## config.mk

```make
export PLATFORM = sky130hd
export DESIGN_NAME = instr_prefetch
export DESIGN_NICKNAME = d
export VERILOG_FILES = /design/src/rtl/instr_prefetch.sv
export SDC_FILE = /design/constraint.sdc
export NUM_CORES = 1
export LEC_CHECK = 0
export ABC_AREA = 0
export BUFFER_PORTS_ARGS = -buffer_cell sky130_fd_sc_hd__buf_2
export CAP_MARGIN = 20
export CORE_MARGIN = 2
export CORE_UTILIZATION = 35
export CTS_CLUSTER_SIZE = 25
export DETAILED_ROUTE_END_ITERATION = 16
export GPL_ROUTABILITY_DRIVEN = 0
export MAX_ROUTING_LAYER = met4
export PLACE_DENSITY = 0.56
export SETUP_SLACK_MARGIN = 0.15
export SYNTH_ARGS = -nofsm -noshare
export SYNTH_HDL_FRONTEND = slang
export SYNTH_SLANG_ARGS = --single-unit
```

## constraint.sdc

```tcl
create_clock -name Clock -period 2.1 [get_ports Clock]
set_input_delay 0.105 -clock Clock [delete_from_list [all_inputs] [get_ports Clock]]
set_output_delay 0.105 -clock Clock [all_outputs]
set_load 0.02 [all_outputs]
```

## src/rtl/instr_prefetch.sv

```systemverilog
// Instruction prefetch stage: issues sequential word fetches, buffers PC-tagged
// responses in a small FIFO and presents them to decode with a valid/nStall handshake.
module instr_prefetch #(
    parameter int DEPTH = 4,
    parameter int ADDR_W = 16,
    parameter int DATA_W = 32,
    parameter logic [ADDR_W-1:0] RESET_PC = '0
) (
    input  logic                      Clock,
    input  logic                      nReset,
    output logic                      IMemReq,
    output logic [ADDR_W-1:0]         IMemAddr,
    input  logic [DATA_W-1:0]         IMemData,
    input  logic                      Redirect,
    input  logic [ADDR_W-1:0]         RedirectPC,
    output logic                      InstrValid,
    output logic [DATA_W-1:0]         InstrOut,
    output logic [ADDR_W-1:0]         InstrPC,
    input  logic                      nStall,
    output logic [$clog2(DEPTH):0]    Level
);

    localparam int PTR_W = $clog2(DEPTH);
    localparam int LVL_W = PTR_W + 1;

    logic [ADDR_W-1:0] fetchPc;
    logic              inflight;
    logic [ADDR_W-1:0] inflightPc;
    logic [PTR_W-1:0]  wrPtr;
    logic [PTR_W-1:0]  rdPtr;
    logic [LVL_W-1:0]  level;
    logic [DATA_W-1:0] dataMem [DEPTH];
    logic [ADDR_W-1:0] pcMem   [DEPTH];

    logic push;
    logic pop;
    logic unusedRedirectLsb;

    assign unusedRedirectLsb = ^RedirectPC[1:0];

    // Space is judged on registered occupancy plus the outstanding response only;
    // a same-cycle pop never frees a slot for this cycle's request.
    always_comb begin
        IMemReq    = nReset && !Redirect && ((int'(level) + int'(inflight)) < DEPTH);
        IMemAddr   = fetchPc;
        InstrValid = (level != '0);
        InstrOut   = dataMem[rdPtr];
        InstrPC    = pcMem[rdPtr];
        Level      = level;
        push       = inflight;
        pop        = InstrValid && nStall;
    end

    always_ff @(posedge Clock or negedge nReset) begin
        if (!nReset) begin
            fetchPc    <= RESET_PC;
            inflight   <= 1'b0;
            inflightPc <= '0;
            wrPtr      <= '0;
            rdPtr      <= '0;
            level      <= '0;
            for (int unsigned i = 0; i < DEPTH; i++) begin
                dataMem[i] <= '0;
                pcMem[i]   <= '0;
            end
        end else if (Redirect) begin
            // Clearing inflight drops the response arriving this cycle.
            fetchPc  <= {RedirectPC[ADDR_W-1:2], 2'b00};
            inflight <= 1'b0;
            wrPtr    <= '0;
            rdPtr    <= '0;
            level    <= '0;
        end else begin
            inflight <= IMemReq;
            if (IMemReq) begin
                inflightPc <= fetchPc;
                fetchPc    <= fetchPc + ADDR_W'(4);
            end
            if (push) begin
                dataMem[wrPtr] <= IMemData;
                pcMem[wrPtr]   <= inflightPc;
                wrPtr          <= wrPtr + PTR_W'(1);
            end
            if (pop) begin
                rdPtr <= rdPtr + PTR_W'(1);
            end
            level <= level + LVL_W'(push) - LVL_W'(pop);
        end
    end

endmodule

```

==> results of run 1 <==
==> report_power, final <==
group | total, W | internal [W] | switching, W
logic | 0.00682 | 0.00387 | 0.00295
registers | 0.00629 | 0.00549 | 0.000793
clock network | 0.00441 | 0.00274 | 0.00167
total | 0.0175 | 0.0121 | 0.00542
==> layer usage <==
layer / share of wire, % / GRT usage (%) / up-vias
met5: 0 / - / -
li1: - / - / 2724
met2: 51 / 28.9 / 178
met3: 4.4 / 2.57 / 47
met1: 42 / 21.2 / 3208
met4: 2.7 / 4.38 / 0
==> flip-flops by register name (all words and copies together) (netlist names) <==
register	count
inflightPc	14
pcMem	56
IMemAddr	14
dataMem	128
inflight	1
Level	3
rdPtr	2
wrPtr	2
==> worst max-delay path by stage <==
stage,startpoint,to,slack [ns],depth (start not counted)
after floorplan,Level[2]$_DFF_PN0_,Level[2]$_DFF_PN0_,0.13,8
after global placement,Level[2]$_DFF_PN0_,Level[2]$_DFF_PN0_,0.13,8
after detailed placement,Level[2]$_DFF_PN0_,Level[2]$_DFF_PN0_,0.12,8
after CTS,rdPtr[0]$_DFFE_PN0P_,InstrPC[11],-0.05,4
after global routing,rdPtr[0]$_DFFE_PN0P_,InstrPC[13],-0.05,4
final,rdPtr[0]$_DFFE_PN0P_,InstrOut[26],0.02,4
==> critical path, delay by kind of cell (launching register included) <==
| family | cells | cell delay (ns) |
|---|---|---|
| muxes | 1 | 0.51 |
| DFF | 1 | 0.50 |
| buffers and inverters | 3 | 0.46 |
==> metrics by stage <==
| stage | hold slack, ns | setup TNS [ns] | std cells | cell area (um2) |
|---|---|---|---|---|
| 3_3_place_gp | -0.0369 | 0 | 1099 | 10800 |
| 5_1_grt | 0.0408 | -1.11 | 1214 | 12900 |
| 4_1_cts | 0.0324 | -0.760 | 1209 | 12600 |
| 6_report | 0.0498 | 0 | 1214 | 12900 |
| 2_1_floorplan | -0.191 | 0 | 622 | 9750 |
| 3_5_place_dp | -0.0320 | 0 | 1099 | 10800 |
==> kinds of logic (layout without fill, tap and decap cells) <==
group / Yosys count / after routing / synth area share (%)
AND/OR/NAND/NOR: 63 / 63 / 3.46
buffers and inverters: 47 / 259 / 2.31
adder cells (fa/ha/maj): 9 / 9 / 1.23
XOR/XNOR: 4 / 4 / 0.360
AO/OA/AOI/OAI: 30 / 32 / 2.37
other: 1 / 4 / 0.0385
flip-flops: 220 / 220 / 56.6
multiplexers: 245 / 245 / 33.7
==> cell type report <==
| class | count | share of cell area [%] |
|---|---|---|
| clock inverters | 7 | 0.485 |
| flip-flops and latches | 220 | 42.8 |
| inverters | 9 | 0.262 |
| multi-input cells | 357 | 32.5 |
| repair buffers | 203 | 14.1 |
| clock buffers | 40 | 6.24 |
| well taps | 378 | 3.67 |
==> what timing repair did <==
action                                  in CTS  in global routing
hold endpoints to repair                   290                  0
pin swaps                                    8                  9
hold buffers                                47                  0
buffers inserted                            11                  4
gates cloned                                 5                  1
endpoints found under the setup margin      67                 57
resized for setup                           62                 63
==> cell usage in the layout (no fill, tap or decap), types with 3 or more instances in the layout <==
cell type and count:
conb_1 4, a31oi_1 7, clkbuf_8 8, dlygate4sd3_1 47, inv_1 7, buf_4 26, buf_12 6, clkbuf_1 5
dfrtp_1 215, or4_1 7, ha_1 6, nand3_1 7, o22a_4 3, nand4_1 3, dfrtp_2 4, mux4_2 46
buf_2 70, o31ai_2 3, nor2_1 15, buf_6 48, clkinv_2 5, buf_16 3, nand2_2 4, nand2_1 12
clkbuf_16 28, mux2_2 198
==> flow_summary.ini, run 1 <==
[status]
status = finished, final reports clean

[timing]
worst_pin_slew_ns = 0.878
setup_ws_ns = 0.0150
slew_violations = 0
setup_viol = 0
finClkSkew_ns = 0.00669
finalHoldViolCount = 0
fin_crit_ns = 2.08
fmax_mhz = 480
timing.final.crit_share_pct = 99.3
relSlewSlack_pct = 41.5
rsz0062_at_grt = true

[floorplan]
fp-row-count = 61
ios = 121
fp.dieH_um = 171
core_area_um2 = 27600
initial_core_util_pct = 35.3
die_x_um = 171
dieArea_um2 = 29200

[worst_setup_path]
crit_arrival_ns = 1.98
end_kind = output port
cp_slowest_cell = mux4_2
timing.rr.end = Level[1]$_DFF_PN0_
crit_type = reg -> out
r2r_setup_slack_ns = 0.14
start_kind = flip-flop
cpPeakStageDelay_ns = 0.51
worst-path-max-fanout = 7
reg2reg_from = Level[2]$_DFF_PN0_
crit_path_cell_trace = buf_4, buf_12, mux4_2, buf_2
crit_required_ns = 2.00
r2r_cells = 7

[synth]
synth_edf_count = 0
yosysUniqueCellTypes = 40
ys_async_sr_fraction_pct = 100
yosysMostFrequentCell = dfrtp_1
synth_area_leader_cell = dfrtp_1
yosysWarnings = 0
yosys-top-cells-area = dfrtp_1, mux2_2, mux4_2
synthTopCellsByCount = dfrtp_1, mux2_2, mux4_2, buf_2, nor2_1
syn_area_um2 = 9730
syn_inst = 619
ys_ff_latch = 220
ys_seq_area_share_pct = 56.6
synth_top_area_share_pct = 56.6
synth_ff_type = dfrtp_1
syn_avg_cell_area_um2 = 15.7

[place]
place_ws_ns = 0.122
numPortBuffers = 114
dp.final_hpwl_um = 14500

[clocking]
clock-sinks = 220
cts_tree = yes
cts-root-buf = clkbuf_16
clock_latency_ns = 0.51
htreeDepth = 1
cts.clk_slew.worst_paths_ns = 0.06
numCtsBuffers = 26
cts.path.max_buffers = 3

[global_route]
overflow = 0
grt_usage_pct = 16.9
grt_pass1_wl_um = 37300
antenna_found_initial = 0
grt_pass1_vias = 6846
grt_max_degree = 73

[power_and_ir_drop]
ir_drop_v = 0.000719
power_w = 0.0175
p_per_area_nw_per_um2 = 1360
leakage_nw = 5.88

[flow_run]
cap_viol_max_count = 0

[final_layout]
post-route-util_pct = 46.8
regArea_um2 = 5510
drive_gt1_share_pct = 56.9
nets = 878
multi_input_area_um2 = 4190
insertedDiodeCount = 0
syn2layout_area_growth_pct = 32.4
fillers = 2389

[drt]
wl_um = 23700
ant_nets = 0
drt_first_pass_iters = 4
vias = 6157
routedWlPerCell_um = 19.6
drt-vias-per-instance = 5.07
drt-initial-drc-count = 337
post-route-drc-count = 0

[worst_hold_path]
holdCritPathClass = in -> async
(Power assumes the default switching activity.)
==> run 2, diff against run 1 <==
--- a/config.mk
+++ b/config.mk
@@ -14,7 +14,6 @@
 export DETAILED_ROUTE_END_ITERATION = 16
 export GPL_ROUTABILITY_DRIVEN = 0
 export MAX_ROUTING_LAYER = met4
-export PLACE_DENSITY = 0.56
 export SETUP_SLACK_MARGIN = 0.15
 export SYNTH_ARGS = -nofsm -noshare
 export SYNTH_HDL_FRONTEND = slang
==> flow_summary.ini, run 2 (synthesis results as in run 1) <==
[clocking]
clock-sinks = 220
cts_tree = yes
cts.path.max_buffers = 3
numCtsBuffers = 25
clock_latency_ns = 0.52
cts.clk_slew.worst_paths_ns = 0.06
htreeDepth = 1
cts-root-buf = clkbuf_16

[worst_hold_path]
holdCritStartpoint = Redirect
hold_depth = 3
holdCritPathClass = in -> reg
hold_end = Level[1]$_DFF_PN0_

[power_and_ir_drop]
leakage_nw = 5.82
p_per_area_nw_per_um2 = 1350
ir_drop_v = 0.000700

[floorplan]
ios = 121
initial_core_util_pct = 35.3
core_area_um2 = 27600
dieArea_um2 = 29200
fp.dieH_um = 171
fp-row-count = 61
die_x_um = 171

[drt]
post-route-drc-count = 0
drt-vias-per-instance = 4.94
ant_nets = 0
vias = 5975
wl_um = 21700
drt_first_pass_iters = 4
drt-initial-drc-count = 249
routedWlPerCell_um = 18.0

[timing]
setup_viol = 0
relSlewSlack_pct = 62.2
worst_pin_slew_ns = 0.567
fmax_mhz = 481
timing.final.crit_share_pct = 99.0
finClkSkew_ns = 0.0106
rsz0062_at_grt = true
slew_violations = 0
fin_crit_ns = 2.08
finalHoldViolCount = 0
fin_hold_ws_ns = 0.0493
setup_ws_ns = 0.0217

[worst_setup_path]
crit_required_ns = 2.00
reg2reg_from = Level[1]$_DFF_PN0_
end_kind = output port
crit_type = reg -> out
r2r_setup_slack_ns = 0.04
cp_slowest_cell = dfrtp_4
cpPeakStageDelay_ns = 0.53
startpoint = rdPtr[0]$_DFFE_PN0P_
start_kind = flip-flop
timing.rr.end = Level[1]$_DFF_PN0_
r2r_cells = 8
worst-path-max-fanout = 5
crit_arrival_ns = 1.97
crit_path_cell_trace = buf_12, buf_16, mux4_2, buf_6

[final_layout]
syn2layout_area_growth_pct = 30.9
layout_commonest_cell = dfrtp_1
largest_reg_flops = 128
largest-register = dataMem
final_cell_mix = dfrtp_1, mux2_2, buf_2
largestRegisters = dataMem x128, pcMem x56
drive_gt1_share_pct = 54.7
nets = 872

[place]
numPortBuffers = 114
place_ws_ns = 0.101
dp.final_hpwl_um = 12900

[global_route]
grt_max_degree = 106
grt_usage_pct = 15.6
grt_pass1_vias = 6233
grt_pass1_wl_um = 34700
overflow = 0
antenna_found_initial = 1

[flow_run]
cap_viol_max_count = 0

[status]
status = finished, final reports clean
-- run 2: changes by cell type in the layout (fill, tap and decap cells not counted), sizes merged --
cell,change
clkbuf,-2
clkinv,-1
diode,+1
buf,-2
bufinv,+1
o22a,-2
-- run 2: critical path: cells and delay by family (launching register included) --
kind	cells	cell delay, ns
flip-flops	1	0.53
multiplexers	1	0.48
buffers and inverters	3	0.46
-- run 2: how the worst max path moves through the flow --
stage | endpoint | slack (ns) | cells past startpoint
after global routing | IMemReq | -0.06 | 7
after detailed placement | Level[2]$_DFF_PN0_ | 0.10 | 8
after global placement | Level[2]$_DFF_PN0_ | 0.11 | 8
final | InstrPC[10] | 0.02 | 4
after floorplan | Level[2]$_DFF_PN0_ | 0.13 | 8
after CTS | InstrPC[10] | -0.009 | 4
-- run 2: repair_timing --
item / 4_1_cts / 5_1_grt
gates resized for setup: 80 / 37
hold buffers: 47 / 0
pin swaps: 2 / 12
buffers inserted: 9 / 1
gates cloned: 4 / 0
setup endpoints to repair: 55 / 67
hold endpoints to repair: 299 / 0
-- run 2: final cells by class --
class | count | area (um2)
inverter | 9 | 38.8
sequential | 220 | 5510
antenna | 1 | 2.50
tap | 378 | 473
multi-input combinational | 355 | 4060
fill | 2432 | 14800
timing repair buffer | 200 | 1830
clock inverter | 7 | 95.1
clock buffer | 39 | 728
-- run 2: layer usage --
layer  track usage, %  vias to the layer above  share of wire, %
li1                 -                     2706                 -
met5                -                        -                 0
met1             21.2                     3099                46
met3             3.01                       17               5.8
met2             24.7                      153                47
met4             2.97                        0              0.96
-- run 2: through the flow --
step	util, %	std cells	total power, W	cell area [um2]	setup TNS [ns]
6_report	46.2	1209	0.0172	12700	0
5_1_grt	46.2	1209	0.0182	12700	-0.618
4_1_cts	45.7	1207	0.0172	12600	-0.0157
3_5_place_dp	39.4	1101	0.0115	10900	0
3_3_place_gp	39.4	1101	0.0114	10900	0
2_1_floorplan	-	622	0.00983	9750	0
-- run 2: power breakdown --
part	internal [W]	switching (W)
logic	0.00385	0.00282
clock network	0.00263	0.00170
registers	0.00549	0.000755
total	0.0120	0.00527
==> run 3, diff against run 2 <==
--- a/config.mk
+++ b/config.mk
@@ -10,9 +10,11 @@
 export CAP_MARGIN = 20
 export CORE_MARGIN = 2
 export CORE_UTILIZATION = 35
+export CTS_CLUSTER_DIAMETER = 40
 export CTS_CLUSTER_SIZE = 25
 export DETAILED_ROUTE_END_ITERATION = 16
 export GPL_ROUTABILITY_DRIVEN = 0
+export GPL_TIMING_DRIVEN = 0
 export MAX_ROUTING_LAYER = met4
 export SETUP_SLACK_MARGIN = 0.15
 export SYNTH_ARGS = -nofsm -noshare
==> constraint.sdc (replaced) <==
create_clock -name Clock -period 2.47 [get_ports Clock]
set_input_delay 0.1235 -clock Clock [delete_from_list [all_inputs] [get_ports Clock]]
set_output_delay 0.1235 -clock Clock [all_outputs]
set_load 0.02 [all_outputs]
==> flow_summary.ini, run 3 (synthesis results as in run 1) <==
[timing]
finClkSkew_ns = 0.0221
fin_crit_ns = 2.20
tns_ns = 0
rsz0062_at_grt = true
finalHoldViolCount = 107
fin_hold_ws_ns = -0.422
relSlewSlack_pct = 53.8
fmax_mhz = 454
slew_violations = 0
timing.final.crit_share_pct = 89.1
setup_ws_ns = 0.268
setup_viol = 0
worst_pin_slew_ns = 0.693

[flow_run]
cap_viol_max_count = 0

[worst_setup_path]
start_kind = flip-flop
end_kind = output port
crit_type = reg -> out
cp_slowest_cell = dfrtp_2
reg2reg_from = Level[1]$_DFF_PN0_
crit_arrival_ns = 2.08
crit_path_cell_trace = ha_1, o211a_1, o22ai_4, nand3_4, buf_6, inv_1, buf_2
worst-path-max-fanout = 10
startpoint = Level[1]$_DFF_PN0_
crit_required_ns = 2.35
cpPeakStageDelay_ns = 0.41

[floorplan]
core_area_um2 = 27600
fp.dieH_um = 171
dieArea_um2 = 29200
fp-row-count = 61
die_x_um = 171
initial_core_util_pct = 35.3
ios = 121

[drt]
ant_nets = 0
drt-initial-drc-count = 288
vias = 6010
post-route-drc-count = 0
routedWlPerCell_um = 17.5
drt_first_pass_iters = 4
wl_um = 21600
drt-vias-per-instance = 4.88

[clocking]
htreeDepth = 2
cts.hold.buffers_added = 46
clock_latency_ns = 0.50
cts-root-buf = clkbuf_16
clock-sinks = 220
numCtsBuffers = 35
cts_tree = yes
cts.path.max_buffers = 3
cts.clk_slew.worst_paths_ns = 0.05

[power_and_ir_drop]
seq_power_share_pct = 35.3
p_sw_w = 0.00454
swShare_pct = 30.3
ir_drop_v = 0.000676
clock_power_share_pct = 34.5
p_per_area_nw_per_um2 = 1180
p_int_w = 0.0105
leakage_nw = 5.89
combPwrFrac_pct = 30.2

[place]
place_ws_ns = -0.255
numPortBuffers = 114
dp.final_hpwl_um = 13700

[final_layout]
largest-register = dataMem
largest_reg_flops = 128
drive_gt1_share_pct = 55.0
syn2layout_area_growth_pct = 30.2
layout_commonest_cell = dfrtp_1
nets = 888
largestRegisters = dataMem x128, pcMem x56
insertedDiodeCount = 0
final_cell_mix = dfrtp_1, mux2_2, buf_2

[global_route]
overflow = 0
grt_usage_pct = 15.6
grt_pass1_wl_um = 34500
grt_max_degree = 115
grt_pass1_vias = 6260
antenna_found_initial = 0

[worst_hold_path]
holdCritPathClass = in -> async

[status]
violations = hold timing
status = finished, violations left
run 3: cell count changes in the layout (fill, tap and decap cells not counted), sizes merged:
cell	delta
diode	-1
clkbuf	+13
clkinvlp	+1
bufinv	+4
dlygate4sd3	-1
inv	+2
clkinv	+5
run 3: layer usage:
layer	up-vias	track usage (%)	part of all wire, %
met5	-	-	0
met4	0	3.57	0.95
met3	20	3.12	5.1
met2	170	24.1	46
met1	3084	21.5	47
li1	2736	-	-
run 3: what timing repair did:
item | CTS | global route
endpoints found under the hold margin | 249 | 107
gates resized for setup | 24 | 3
endpoints found under the setup margin | 40 | 12
buffers inserted | 3 | 4
pin swaps | 1 | 1
run 3: critical path, delay by kind of cell, from the launching register on:
family / cells / cell delay (ns)
adders and majority gates: 1 / 0.21
AOI/OAI and AO/OA: 2 / 0.48
buffers and inverters: 3 / 0.37
and+or+nand+nor: 1 / 0.12
DFF: 1 / 0.41
run 3: final cells by class:
class	count	area, um2
Inverter	9	33.8
Timing Repair Buffer	168	1130
Multi-Input combinational cell	355	4040
Buffer	38	224
Fill cell	2446	14900
Tap cell	378	473
Sequential cell	220	5510
Clock buffer	45	985
Clock inverter	19	277
run 3: power by group through the flow:
stage | registers (W) | logic [W] | clock network, W
floorplan | 0.00517 | 0.00318 | 0
global placement | 0.00534 | 0.00435 | 0
detailed placement | 0.00536 | 0.00443 | 0
CTS | 0.00530 | 0.00460 | 0.00531
global route | 0.00544 | 0.00489 | 0.00549
finish | 0.00529 | 0.00453 | 0.00518
run 3: worst paths after layout:
check                                               end  slack (ns)  cells past startpoint
worst max-delay path                            IMemReq        0.27                      7
min in group Clock                 rdPtr[0]$_DFFE_PN0P_        0.12                      4
worst min-delay path            IMemAddr[3]$_DFFE_PN0P_       -0.42                      1
worst min register to register  dataMem[33]$_DFFE_PN0P_        0.50                      1
worst max register to register       Level[2]$_DFF_PN0_        0.28                      9
max in group asynchronous            Level[2]$_DFF_PN0_        1.87                      2
run 3: metrics by stage:
step | hold WS [ns] | power (W) | util [%] | std cells | instance area (um2)
floorplan | -0.172 | 0.00835 | - | 622 | 9740
global placement | 0.349 | 0.00969 | 39.1 | 1114 | 10800
detailed placement | 0.248 | 0.00979 | 39.3 | 1115 | 10800
CTS | -0.379 | 0.0152 | 45.8 | 1228 | 12600
global route | -0.397 | 0.0158 | 46.0 | 1232 | 12700
finish | -0.422 | 0.0150 | 46.0 | 1232 | 12700
